<file path="src/rtl/flp_normalize_pack.sv">
// Normalise, round-to-nearest-even and pack an unnormalised sign/magnitude/exponent
// triple into an IEEE-754 single word through a three-stage stallable pipeline.
module flp_normalize_pack (
    input  logic        clk,
    input  logic        rst_n,
    input  logic        in_valid,
    output logic        in_ready,
    input  logic        in_sign,
    input  logic [24:0] in_mag,
    input  logic [9:0]  in_exp,
    output logic        out_valid,
    input  logic        out_ready,
    output logic [31:0] out_data,
    output logic        out_zero,
    output logic        out_ovf,
    output logic        out_uf
);

    logic        adv;
    logic        v1_q, v2_q, v3_q;

    logic        s1_sign_q;
    logic [24:0] s1_mag_q;
    logic [9:0]  s1_exp_q;
    logic [4:0]  lz;
    logic        z;
    logic [23:0] sh;
    logic [10:0] e_d;

    logic        s2_sign_q;
    logic        s2_z_q;
    logic [23:0] s2_sh_q;
    logic [10:0] s2_e_q;

    logic        rnd_up;
    logic        carry;
    logic [22:0] frac_rnd;
    logic [10:0] e_rnd;
    logic [31:0] data_d, data_q;
    logic        zero_d, zero_q;
    logic        ovf_d, ovf_q;
    logic        uf_d, uf_q;

    assign adv       = ~v3_q | out_ready;
    assign in_ready  = adv;
    assign out_valid = v3_q;
    assign out_data  = data_q;
    assign out_zero  = zero_q;
    assign out_ovf   = ovf_q;
    assign out_uf    = uf_q;

    // Highest set bit wins; an all-zero magnitude is carried by z instead.
    always_comb begin
        lz = 5'd24;
        for (int i = 0; i < 25; i++) begin
            if (s1_mag_q[i]) lz = 5'(24 - i);
        end
        z = (s1_mag_q == 25'd0);
    end

    // The hidden one (bit 24 after the shift) is implied and not carried on.
    assign sh  = 24'(s1_mag_q << lz);
    assign e_d = 11'd151 - {6'd0, lz} + {s1_exp_q[9], s1_exp_q};

    always_comb begin
        rnd_up   = s2_sh_q[0] & s2_sh_q[1];
        carry    = rnd_up & (&s2_sh_q[23:1]);
        frac_rnd = s2_sh_q[23:1] + {22'd0, rnd_up};
        e_rnd    = s2_e_q + {10'd0, carry};
        data_d   = {s2_sign_q, e_rnd[7:0], frac_rnd};
        zero_d   = 1'b0;
        ovf_d    = 1'b0;
        uf_d     = 1'b0;
        if (s2_z_q) begin
            data_d = {s2_sign_q, 31'd0};
            zero_d = 1'b1;
        end else if ($signed(e_rnd) >= 11'sd255) begin
            data_d = {s2_sign_q, 8'hFF, 23'd0};
            ovf_d  = 1'b1;
        end else if ($signed(e_rnd) <= 11'sd0) begin
            data_d = {s2_sign_q, 31'd0};
            uf_d   = 1'b1;
        end
    end

    always_ff @(posedge clk) begin
        if (!rst_n) begin
            v1_q      <= 1'b0;
            v2_q      <= 1'b0;
            v3_q      <= 1'b0;
            s1_sign_q <= 1'b0;
            s1_mag_q  <= 25'd0;
            s1_exp_q  <= 10'd0;
            s2_sign_q <= 1'b0;
            s2_z_q    <= 1'b0;
            s2_sh_q   <= 24'd0;
            s2_e_q    <= 11'd0;
            data_q    <= 32'd0;
            zero_q    <= 1'b0;
            ovf_q     <= 1'b0;
            uf_q      <= 1'b0;
        end else if (adv) begin
            v1_q      <= in_valid;
            s1_sign_q <= in_sign;
            s1_mag_q  <= in_mag;
            s1_exp_q  <= in_exp;
            v2_q      <= v1_q;
            s2_sign_q <= s1_sign_q;
            s2_z_q    <= z;
            s2_sh_q   <= sh;
            s2_e_q    <= e_d;
            v3_q      <= v2_q;
            data_q    <= data_d;
            zero_q    <= zero_d;
            ovf_q     <= ovf_d;
            uf_q      <= uf_d;
        end
    end

endmodule

</file>
<file path="config.mk">
export PLATFORM = sky130hd
export DESIGN_NAME = flp_normalize_pack
export DESIGN_NICKNAME = d
export VERILOG_FILES = /design/src/rtl/flp_normalize_pack.sv
export SDC_FILE = /design/constraint.sdc
export NUM_CORES = 1
export LEC_CHECK = 0
export ABC_AREA = 1
export BUFFER_PORTS_ARGS = -buffer_cell sky130_fd_sc_hd__buf_2
export CORE_MARGIN = 2
export CORE_UTILIZATION = 45
export CTS_CLUSTER_DIAMETER = 100
export DETAILED_ROUTE_END_ITERATION = 6
export PLACE_DENSITY = 0.65
export SLEW_MARGIN = 0
export SYNTH_ARGS = -nofsm -noshare
export SYNTH_HDL_FRONTEND = slang
export SYNTH_SLANG_ARGS = --single-unit
</file>
<file path="constraint.sdc">
create_clock -name clk -period 3.5 [get_ports clk]
set_clock_uncertainty 0.15 [all_clocks]
set_input_delay 0.7 -clock clk [delete_from_list [all_inputs] [get_ports clk]]
set_output_delay 0.7 -clock clk [all_outputs]
set_load 0.02 [all_outputs]
</file>
; Word-level counts from Yosys, hierarchy flattened
; Cells that the tools add are included.
; W data, S select, Z words.
[op_classes]
add_sub_neg = 4
multipliers = 0
n_div = 0
magnitude_cmp = 2
n_eq_ne = 0
n_shift = 1
n_mux = 33
n_bitwise = 4
n_reduce_logical = 2
[ops]
columns = operator, count
row1 = $mux W5, 23
row2 = $mux W31, 3
row3 = $logic_not A25 Y1, 1
row4 = $shl A25 B5 Y24, 1
row5 = $add A23 B1 Y23, 1
row6 = $reduce_and A23 Y1, 1
row7 = $add A11 B1 Y11, 1
row8 = $add A9 B10 Y11, 1
row9 = $ge A11 B9 Y1 const B, 1
row10 = $le A11 B1 Y1 const B, 1
row11 = $sub A8 B5 Y9 const A, 1
row12 = $mux W1, 6
row13 = $mux W4, 1
row14 = $and A1 B1 Y1, 2
row15 = $not A1 Y1, 1
row16 = $or A1 B1 Y1, 1
[word_totals]
register_bits = 111
latch_bits = 0
ramBits = 0
rom_bits = 0
input_bits = 40
output_inout_bits = 37
elab_cells = 60
mem_count = 0

; Depth between registers and ports, before layout
; Gate-level depths: netlist of run 1.
[logic_depth]
depth_word = 26
depth_mapped = 36
mapped_depth_nobuf = 35

; Worst setup path after synthesis of run 1
; OpenSTA, ideal clock, no wires.
[synth_path]
kind = flip-flop to flip-flop
start = register s1_mag_q[2]
end = register s2_e_q[8]
setup_ns = 0.116
arrival_time_ns = 3.252
required_time_ns = 3.234
setup_slack_ns = -0.018
path_stages_with_launch = 37
n_path_buf = 1
cell_sequence = dfxtp_1 -> inv_1 -> nand2_1 -> nand2_1 -> nand2_1 -> nand2_1 -> nand2_1 -> nand2_1 -> nand2_1 -> nand2_1 -> nand2_1 -> nand2_1 -> nand2_1 -> nand2_1 -> nand2_1 -> nand2_1 -> nand2_1 -> nand2_1 -> nand2_1 -> nand2_1 -> nand2_1 -> nand2_2 -> nand2_4 -> nand2_4 -> buf_6 -> inv_1 -> ha_1 -> inv_1 -> fa_1 -> o21ai_0 -> a21oi_1 -> o21ai_0 -> nand3_1 -> nand3b_1 -> xor2_1 -> o211ai_1 -> inv_1
[synth_via]
elab_chain_len = 25
[synth_rtl]
columns = element, line_no
row1 = from (decl), 23  ; logic [24:0] s1_mag_q;
row2 = from (signal assigned), 105  ; s1_mag_q <= in_mag;
row3 = $mux W5 (23 in a row), 56  ; if (s1_mag_q[i]) lz = 5'(24 - i);
row4 = $sub A8 B5 Y9, 63  ; assign e_d = 11'd151 - {6'd0, lz} + {s1_exp_q[9], s1_exp_q};
row5 = $add A9 B10 Y11, 63
row6 = to (signal assigned), 97  ; s2_e_q <= 11'd0;
row7 = to (signal assigned), 111  ; s2_e_q <= e_d;
row8 = to (decl), 33  ; logic [10:0] s2_e_q;
; Every way passes these cells.
; A chain may end at the register's enable or synchronous reset.

; Final worst setup path of run 1
[layout_path]
start = register s2_sh_q[7]
end = register data_q[15], in the netlist out_data[15]
[layout_via]
elab_chain_len = 7
elab_cells_between_ends = 9
classes_between = add/sub (2) / order compare (2) / mux (3) / bitwise (1) / reduce/logical (1)
[layout_rtl]
columns = element, line_no
row1 = from (decl), 32  ; logic [23:0] s2_sh_q;
row2 = from (signal assigned), 110  ; s2_sh_q <= sh;
row3 = $reduce_and A23 Y1, 67  ; carry = rnd_up & (&s2_sh_q[23:1]);
row4 = $and A1 B1 Y1, 67
row5 = $add A11 B1 Y11, 69  ; e_rnd = s2_e_q + {10'd0, carry};
row6 = $le A11 B1 Y1, 80  ; end else if ($signed(e_rnd) <= 11'sd0) begin
row7 = $mux W31, 80
row8 = $mux W31 (*), 77  ; end else if ($signed(e_rnd) >= 11'sd255) begin
row9 = $mux W31 (*), 74  ; if (s2_z_q) begin
row10 = to (signal assigned), 113  ; data_q <= data_d;
row11 = to (decl), 39  ; logic [31:0] data_d, data_q;
; Mark *: on every way between the ends. The rest lies on a longest branch, timed or not.

==> flow_summary.toml, run 1 <==
[outcome]
status = "finished, final reports clean"

[floorplan]
core_area_sq_um = 13800
start_util_pct = 45.9
die_x_um = 123
rows = 43
ios = 77
dieArea_sq_um = 15100
die_h_um = 123

[worst_setup_path]
slowest_stage = "dfxtp_4"
path_buf_inv = 2
max_stage_delay_ps = 360
worst_setup_path_end_kind = "register"
cp.required_ps = 3640
path_delay_family = "simple AND/OR/NAND/NOR gates"
worst-path-max-fanout = 6
cp_cell_sequence = "nand4_1, nor3_2, nand2_1, nor4_4, ha_2, ha_4, nand3_4, nor2_4, nand2_4, nor3_4, xor2_1, nor3_2, nand2_1, nand2_2, nor3_4, buf_6, buf_12, o211ai_1, a21oi_1"
critical_path_class = "register to register"
arrival_ps = 3550
cp-start-kind = "register"

[finish]
syn_to_final_growth_pct = 22.8
design_area_sq_um = 7790
layout.cells.non_filler = 1252
fillers = 1384
antennaDiodeCount = 0
final_nets = 1120
drive_gt1_share_pct = 20.1

[pwr]
finalPower_w = 0.00361
power_density_nw_per_um2 = 463
leakage_nw = 3.60
peakVddDrop_v = 0.000342

[synthesis]
synthSimpleGateAreaFrac_pct = 33.3
synthTopCellsByCount = "nand2_1, nand3_1, dfxtp_1"
avgSynthCellArea_sq_um = 6.47
ys_warn_count = 0
synthTopCellsByArea = "dfxtp_1, nand2_1, nand3_1, a21oi_1, inv_1"
synth-compound-area-share_pct = 16.6
synth_edf_count = 0
yosysMostFrequentCell = "nand2_1"
synth.ff_latch_count = 111
yosysTopAreaCellShare_pct = 35.1
synthCells = 980
synthFlopType = "dfxtp_1"
ys_seq_area_share_pct = 35.1
muxShareOfSynthArea_pct = 0
synth_xor_area_share_pct = 2.49
synthArstFlopShare_pct = 0
yosysTopAreaCell = "dfxtp_1"
synthAdderAreaFrac_pct = 2.68
synth_cell_types = 41
netlist_area_sq_um = 6340
syn-num-nets = 1033
synth_top_family_by_area = "simple AND/OR/NAND/NOR gates"

[cts]
cts_made_buffers = 9
root_buffer = "clkbuf_16"
clock_path_buffers = 2
htreeDepth = 3
clk_latency_ps = 370
tritoncts = "yes"
clk_pin_slew_ps = 80
cts.sinks = 111

[place]
io_buffers = 76
postPlaceCellArea_sq_um = 7030
placed_cells = 1223
routabilityCongestion = 0.915
dp_hpwl_mm = 12.4

[grt]
grt_remaining_overflow = 0
grt_pass1_wl_mm = 28.1
grt_usage_pct = 23.4
grt_pass1_vias = 5893
grt_max_degree = 51
antenna_found_initial = 0

[timing]
max_freq_mhz = 294
max_slew_margin_pct = 57.0
period_minus_slack_ps = 3410
report.final.hold_viol_count = 0
finalCritPeriodShare_pct = 97.3
slew_viol_final = 0
setup_violations = 0
tightest_slew_ps = 643
rsz0062_at_grt = "true"

[route]
drt-pass1-iter-count = 5
wl_per_cell_um = 14.0
drtIter0Drc = 418
drt.antenna.violating_nets = 0
vias_per_cell = 5.33
route.detailed.drc = 0
totalWireLength_mm = 17.5
vias = 6671

[worst_hold_path]
hold_class = "register to register"

[run]
maxCapViolCount = 0
-- repair_timing --
item	in CTS	in global routing
gates resized for setup	1	88
hold buffers	0	0
pin swaps	0	34
endpoints found under the setup margin	4	35
buffers inserted	0	11
cloned	0	3
endpoints found under the hold margin	0	0
-- report_power, final --
| group | switching [W] | internal (W) |
|---|---|---|
| combinational | 0.000694 | 0.000432 |
| clock | 0.000483 | 0.000506 |
| sequential | 0.0000993 | 0.00139 |
| total | 0.00128 | 0.00233 |
-- final timing paths --
kind                            start                        end  slack (ps)  cells after the start
max           s2_sh_q[7]$_SDFFE_PN0P_  out_data[15]$_SDFFE_PN0P_          90                     19
min          out_data[8]$_SDFFE_PN0P_   out_data[8]$_SDFFE_PN0P_         310                      2
max reg2reg   s2_sh_q[7]$_SDFFE_PN0P_  out_data[15]$_SDFFE_PN0P_          90                     19
min reg2reg  out_data[8]$_SDFFE_PN0P_   out_data[8]$_SDFFE_PN0P_         310                      2
-- per-stage QoR --
| step | setup slack [ps] | hold slack (ps) | setup TNS [ps] | util, % |
|---|---|---|---|---|
| finish | 93.1 | 305 | 0 | 56.3 |
| global route | -138 | 331 | -1420 | 56.3 |
| CTS | 25.2 | 313 | 0 | 52.9 |
| detailed placement | 11.0 | 303 | 0 | 50.8 |
| global placement | 113 | 296 | 0 | 50.8 |
| floorplan | 52.6 | 280 | 0 | - |
-- per-layer routing --
metal	up-vias	global-route usage [%]	wire length [um]
met1	3064	32.1	8100
li1	3412	-	-
met3	24	4.83	975
met2	171	36.6	8130
met4	0	7.69	309
met5	-	0	0
-- cell type report --
class / instances / area (sq um) / area share, %
timing repair buffer: 127 / 822 / 10.6
inverter: 107 / 407 / 5.22
tap: 180 / 225 / 2.89
clock inverter: 4 / 30.0 / 0.386
sequential: 111 / 2240 / 28.8
multi-input combinational: 711 / 3810 / 49.0
clock buffer: 12 / 246 / 3.17
-- tightest hold or removal path, cell delays in order (launching register included) --
cell     delay (ps)
dfxtp_1         300
nand2_1          60
a21oi_1          50
-- cells by family (layout without fill, tap and decap cells) --
group	after synthesis	in the layout
AND/OR/NAND/NOR	484	484
adder cells (fa/ha/maj)	13	13
buffers and inverters	158	250
flip-flops	111	111
XOR/XNOR	18	18
AO/OA/AOI/OAI	196	196
-- sequential cells by signal, summed over array words and instances (netlist names) --
| signal | count |
|---|---|
| s1_sign_q | 1 |
| s2_sign_q | 1 |
| s1_exp_q | 10 |
| out_ovf | 1 |
| out_valid | 1 |
| out_data | 32 |
| out_uf | 1 |
| out_zero | 1 |
| s2_e_q | 11 |
| s2_z_q | 1 |
| v1_q | 1 |
| s1_mag_q | 25 |
| v2_q | 1 |
| s2_sh_q | 24 |
-- layout by cell type (no fill, tap or decap), types with 2 or more instances in the layout --
cell type,netlist,final
nor3_1,10,7
clkinv_1,2,2
nand2_2,2,6
nand3_1,150,142
buf_4,2,45
ha_1,12,9
xor2_1,16,13
o21ai_1,6,4
dfxtp_2,0,7
buf_6,1,3
nor2_2,1,2
nand3_4,0,5
inv_1,105,101
o21ai_2,0,4
nor3_4,0,2
nand2_1,213,205
inv_4,0,2
clkbuf_16,0,11
a21oi_2,2,15
dfxtp_4,0,3
nand4_1,11,11
dfxtp_1,111,101
nor4_1,4,3
a21oi_1,89,76
nand2_4,2,6
xnor2_1,2,2
inv_2,0,2
nand3_2,0,3
nand3b_1,3,3
o21ai_0,71,68
nor2_4,1,3
xor2_2,0,3
a31oi_1,10,10
clkbuf_1,40,2
nor2_1,83,80
buf_2,6,76
o211ai_1,9,9
o21a_1,2,2
ha_4,0,2
nor3_2,2,3
(Power assumes the default switching activity.)
==> run 2: changes to the inputs <==
clock period = 3.12 ns   (was 3.5 ns; I/O delays follow)
==> run 2 against run 1 <==
The flow now finishes with violations (negative setup slack). Register-to-register slack got worse by 440 ps. First-iteration DRC count up 26%. Clock power rose by 16%. Sequential share of layout area is 2.1 points lower. Worst hold slack better by 5.7 ps. Fmax down 1.6%. Design area increased by 7.5%. Total power increased by 17%. Critical path type unchanged. Critical endpoint is now out_data[21]$_SDFFE_PN0P_. Largest cell class unchanged. Largest power group unchanged.
==> flow_summary.toml, run 2 (synthesis gave the netlist of run 1 again) <==
[outcome]
status = "finished, violations left"
violations = "negative setup slack"

[pwr]
peakVddDrop_v = 0.000321
power_density_nw_per_um2 = 505
leakage_nw = 3.92

[cts]
cts.sinks = 111
clock_path_buffers = 2
tritoncts = "yes"
clk_pin_slew_ps = 70
root_buffer = "clkbuf_16"
clk_latency_ps = 360
cts_made_buffers = 9
htreeDepth = 3

[floorplan]
ios = 77
core_area_sq_um = 13800
rows = 43
die_x_um = 123
die_h_um = 123
start_util_pct = 45.9
dieArea_sq_um = 15100

[finish]
final-seq-area_sq_um = 2230
multi_input_comb_area_sq_um = 3930
fillers = 1277
syn_to_final_growth_pct = 32.0
final_cell_mix = "nand2_1, nand3_1, dfxtp_1"
drive_gt1_share_pct = 26.1
largest_reg_flops = 32
final_nets = 1179
antennaDiodeCount = 0
layout.cells.non_filler = 1309
layout_commonest_cell = "nand2_1"

[worst_setup_path]
r2r_slack_ps = -340
slowest_stage = "nor4_4"
worst_setup_path_end_kind = "register"
worst-path-max-fanout = 6
path_delay_family = "simple AND/OR/NAND/NOR gates"
timing.rr.start = "s2_sh_q[17]$_SDFFE_PN0P_"
max_stage_delay_ps = 350
path_buf_inv = 5
cp-start-kind = "register"
r2r-end = "out_data[21]$_SDFFE_PN0P_"
cp.required_ps = 3190
critical_path_class = "register to register"
cp_cell_sequence = "nand3_2, nor2_2, nand4_1, nor4_4, buf_4, ha_4, ha_4, nand3_4, buf_6, buf_4, xor2_4, nor4_2, nand2_1, a21boi_4, nor3_4, buf_6, buf_16, o21ai_1, a21oi_1"
arrival_ps = 3530
ff2ff_path_depth = 19

[grt]
grt_pass1_wl_mm = 30.1
grt_pass1_vias = 6373
grt_usage_pct = 25.0
grt_max_degree = 62
grt_remaining_overflow = 0
antenna_found_initial = 0

[timing]
fin_setup_tns_ps = -8820
setup_violations = 35
max_slew_margin_pct = 37.4
max_freq_mhz = 289
hold_ws_ps = 311
worst_slack_ps = -343
finalCritPeriodShare_pct = 111
tightest_slew_ps = 935
report.final.hold_viol_count = 0
period_minus_slack_ps = 3460
rsz0062_at_grt = "true"
slew_viol_final = 0

[route]
vias_per_cell = 5.33
drt-pass1-iter-count = 5
drtIter0Drc = 527
totalWireLength_mm = 18.5
drt.antenna.violating_nets = 0
route.detailed.drc = 0
wl_per_cell_um = 14.2
vias = 6978

[place]
routabilityCongestion = 0.912
io_buffers = 76
dp_hpwl_mm = 12.6
placed_cells = 1279

[worst_hold_path]
worstHoldStart = "out_data[8]$_SDFFE_PN0P_"
hold_class = "register to register"
min_path_cells = 2
hold_end = "out_data[8]$_SDFFE_PN0P_"

[run]
maxCapViolCount = 0
-- run 2: cell types whose count changed in the layout (fill, tap and decap cells not counted), sizes merged --
cell	before	now
clkinv	4	3
inv	106	104
buf	125	186
bufinv	0	1
clkbuf	14	11
clkinvlp	1	2
-- run 2: repair_timing --
| action | in CTS | in global routing |
|---|---|---|
| gates resized for setup | 32 | 81 |
| pin swaps | 16 | 47 |
| setup endpoints to repair | 36 | 63 |
| hold buffers | 0 | 0 |
| cloned | 2 | 0 |
| setup buffers | 7 | 10 |
-- run 2: per-layer routing --
metal	wire (um)	part of all wire [%]	up-vias	global-route usage, %
li1	-	-	3526	-
met4	397	2.1	0	6.11
met5	0	0	-	0
met2	8820	48	208	41.2
met3	1030	5.6	33	4.93
met1	8300	45	3211	33.7
-- run 2: worst max-delay path by stage --
stage / start / endpoint / slack [ps] / cells past startpoint
final: s2_sh_q[17]$_SDFFE_PN0P_ / out_data[21]$_SDFFE_PN0P_ / -340 / 19
after global routing: s2_sh_q[17]$_SDFFE_PN0P_ / out_data[10]$_SDFFE_PN0P_ / -540 / 18
after CTS: s2_sh_q[1]$_SDFFE_PN0P_ / out_data[18]$_SDFFE_PN0P_ / -260 / 21
after detailed placement: s2_sh_q[19]$_SDFFE_PN0P_ / out_data[3]$_SDFFE_PN0P_ / -250 / 18
after global placement: s2_sh_q[19]$_SDFFE_PN0P_ / out_data[30]$_SDFFE_PN0P_ / -280 / 15
after floorplan: s1_mag_q[2]$_SDFFE_PN0P_ / s2_e_q[8]$_SDFFE_PN0P_ / -80 / 36
-- run 2: power by group --
group	internal [W]	switching, W
clock	0.000617	0.000530
sequential	0.00156	0.000105
combinational	0.000580	0.000829
-- run 2: area by class of cell --
| cell class | instances | area share (%) |
|---|---|---|
| Timing Repair Buffer | 186 | 15.4 |
| Multi-Input combinational cell | 711 | 47.0 |
| Tap cell | 180 | 2.69 |
| Inverter | 107 | 4.87 |
| Sequential cell | 111 | 26.7 |
| Clock buffer | 11 | 2.78 |
| Clock inverter | 3 | 0.553 |
-- run 2: metrics by stage --
| step | util, % | worst slack [ps] | area (sq um) | power [W] |
|---|---|---|---|---|
| after floorplan | - | -82.2 | 6380 | 0.00245 |
| after global placement | 54.1 | -280 | 7480 | 0.00289 |
| after detailed placement | 54.1 | -253 | 7480 | 0.00289 |
| after CTS | 57.9 | -264 | 8000 | 0.00412 |
| after global routing | 60.5 | -543 | 8370 | 0.00446 |
| final | 60.5 | -343 | 8370 | 0.00422 |
-- run 2: worst register-to-register path, stage by stage (launching register included) --
cell,delay (ps)
dfxtp_2,330
nand3_2,90
nor2_2,130
nand4_1,180
nor4_4,360
buf_4,170
ha_4,140
ha_4,140
nand3_4,90
buf_6,150
buf_4,140
xor2_4,150
nor4_2,260
nand2_1,130
a21boi_4,220
nor3_4,80
buf_6,140
buf_16,140
o21ai_1,70
a21oi_1,70
==> run 3: changes to the inputs <==
RECOVER_POWER = 100   (was not set)
==> run 3 against run 2 <==
Largest cell class unchanged. Worst setup slack gained 2.6 ps. Wire length is essentially flat. Cell count is the same. Via count shrank 0.21%. Non-clock buffer count is the same. Sequential cell count is the same. Core utilization shrank 0.55 points. The flow finishes with violations (max-capacitance violations, max-slew violations, negative setup slack). Combinational power is essentially flat. Worst hold slack gained 2.0 ps. First-iteration DRC count shrank 2.1%. Die area is the same. Sequential power is essentially flat.
==> flow_summary.toml, run 3 (synthesis gave the netlist of run 1 again) <==
[pwr]
p_sw_w = 0.00146
peakVddDrop_v = 0.000322
leakage_nw = 3.76
swShare_pct = 34.7
seqPwrFrac_pct = 39.7
power_density_nw_per_um2 = 507
combPwrFrac_pct = 33.0
p_clk_share_pct = 27.3
intPower_w = 0.00274

[worst_hold_path]
hold_class = "register to register"

[route]
drt.antenna.violating_nets = 0
vias_per_cell = 5.32
drt-pass1-iter-count = 7
vias = 6963
wl_per_cell_um = 14.2
route.detailed.drc = 0
totalWireLength_mm = 18.6
drtIter0Drc = 516

[worst_setup_path]
max_stage_delay_ps = 350
slowest_stage = "nor4_4"
worst-path-max-fanout = 6
cp-start-kind = "register"
path_delay_family = "simple AND/OR/NAND/NOR gates"
path_buf_inv = 5
critical_path_class = "register to register"
cp.required_ps = 3190
worst_setup_path_end_kind = "register"
cp_cell_sequence = "nand3_2, nor2_2, nand4_1, nor4_4, buf_4, ha_4, ha_4, nand3_4, buf_6, buf_4, xor2_4, nor4_2, nand2_1, a21boi_4, nor3_4, buf_6, buf_16, o21ai_1, a21oi_1"
arrival_ps = 3530

[floorplan]
rows = 43
die_x_um = 123
dieArea_sq_um = 15100
start_util_pct = 45.9
core_area_sq_um = 13800
die_h_um = 123
ios = 77

[timing]
period_minus_slack_ps = 3460
max_freq_mhz = 289
setup_violations = 40
slew_viol_final = 47
rsz0062_at_grt = "true"
tightest_slew_ps = 2000
finalCritPeriodShare_pct = 111
report.final.hold_viol_count = 0
max_slew_margin_pct = -33.6
fin_setup_tns_ps = -8990
worst_slack_ps = -341

[finish]
layout_commonest_cell = "nand2_1"
design_area_sq_um = 8290
fillers = 1300
syn_to_final_growth_pct = 30.8
final_cell_mix = "nand2_1, nand3_1, dfxtp_1"
antennaDiodeCount = 0
largest_reg_flops = 32
drive_gt1_share_pct = 22.4
final_nets = 1179

[place]
routabilityCongestion = 0.912
postPlaceCellArea_sq_um = 7480
dp_hpwl_mm = 12.6
io_buffers = 76

[grt]
grt_pass1_vias = 6373
grt_remaining_overflow = 0
grt_pass1_wl_mm = 30.1
antenna_found_initial = 0
grt_max_degree = 62
grt_usage_pct = 25.0

[cts]
clk_latency_ps = 360
root_buffer = "clkbuf_16"
cts_made_buffers = 9
tritoncts = "yes"
htreeDepth = 3
clk_pin_slew_ps = 70
cts.sinks = 111
clock_path_buffers = 2

[run]
maxCapViolCount = 1

[outcome]
status = "finished, violations left"
violations = "max-capacitance violations, max-slew violations, negative setup slack"
-- run 3: worst min-delay path, cell delays in order (launching register included) --
cell	delay, ps
dfxtp_1	310
nand2_1	60
a21oi_1	50
-- run 3: repair_timing --
action / 4_1_cts / 5_1_grt
pin swaps: 16 / 47
endpoints found under the setup margin: 36 / 63
hold buffers: 0 / 0
gates resized for setup: 32 / 81
cloned: 2 / 0
endpoints found under the hold margin: 0 / 0
setup buffers: 7 / 10
-- run 3: power groups by stage --
stage	Combinational [W]	Clock, W	Sequential (W)
CTS	0.00130	0.00116	0.00165
detailed placement	0.00122	0	0.00168
global route	0.00154	0.00121	0.00169
global placement	0.00121	0	0.00168
finish	0.00139	0.00115	0.00167
floorplan	0.000719	0	0.00173
-- run 3: final timing paths --
path | startpoint | end | slack (ps) | cells after the start
setup reg to reg | s2_sh_q[17]$_SDFFE_PN0P_ | out_data[21]$_SDFFE_PN0P_ | -340 | 19
hold reg to reg | out_data[7]$_SDFFE_PN0P_ | out_data[7]$_SDFFE_PN0P_ | 310 | 2
hold / removal | out_data[7]$_SDFFE_PN0P_ | out_data[7]$_SDFFE_PN0P_ | 310 | 2
setup / recovery | s2_sh_q[17]$_SDFFE_PN0P_ | out_data[21]$_SDFFE_PN0P_ | -340 | 19
-- run 3: cell type report --
cell class                 instances  area (sq um)  share of cell area [%]
multi-input combinational        711          3920                    47.2
clock inverter                     3          46.3                   0.558
clock buffer                      11           233                    2.81
sequential                       111          2230                    26.9
tap                              180           225                    2.72
timing repair buffer             186          1230                    14.9
inverter                         107           408                    4.92
-- run 3: through the flow --
step	hold slack, ps	util (%)	instances	setup WS [ps]	power (W)
after floorplan	280	-	980	-82.2	0.00245
after global placement	299	54.1	1279	-280	0.00289
after detailed placement	302	54.1	1279	-253	0.00289
after CTS	313	57.9	1302	-264	0.00412
after global routing	336	60.0	1309	-543	0.00444
final	313	60.0	1309	-341	0.00420
-- run 3: per-layer routing --
metal	share of wire [%]	global-route usage, %	up-vias
met1	45	33.7	3194
met5	0	0	-
li1	-	-	3526
met2	47	41.2	208
met3	5.7	4.93	35
met4	2.2	6.11	0
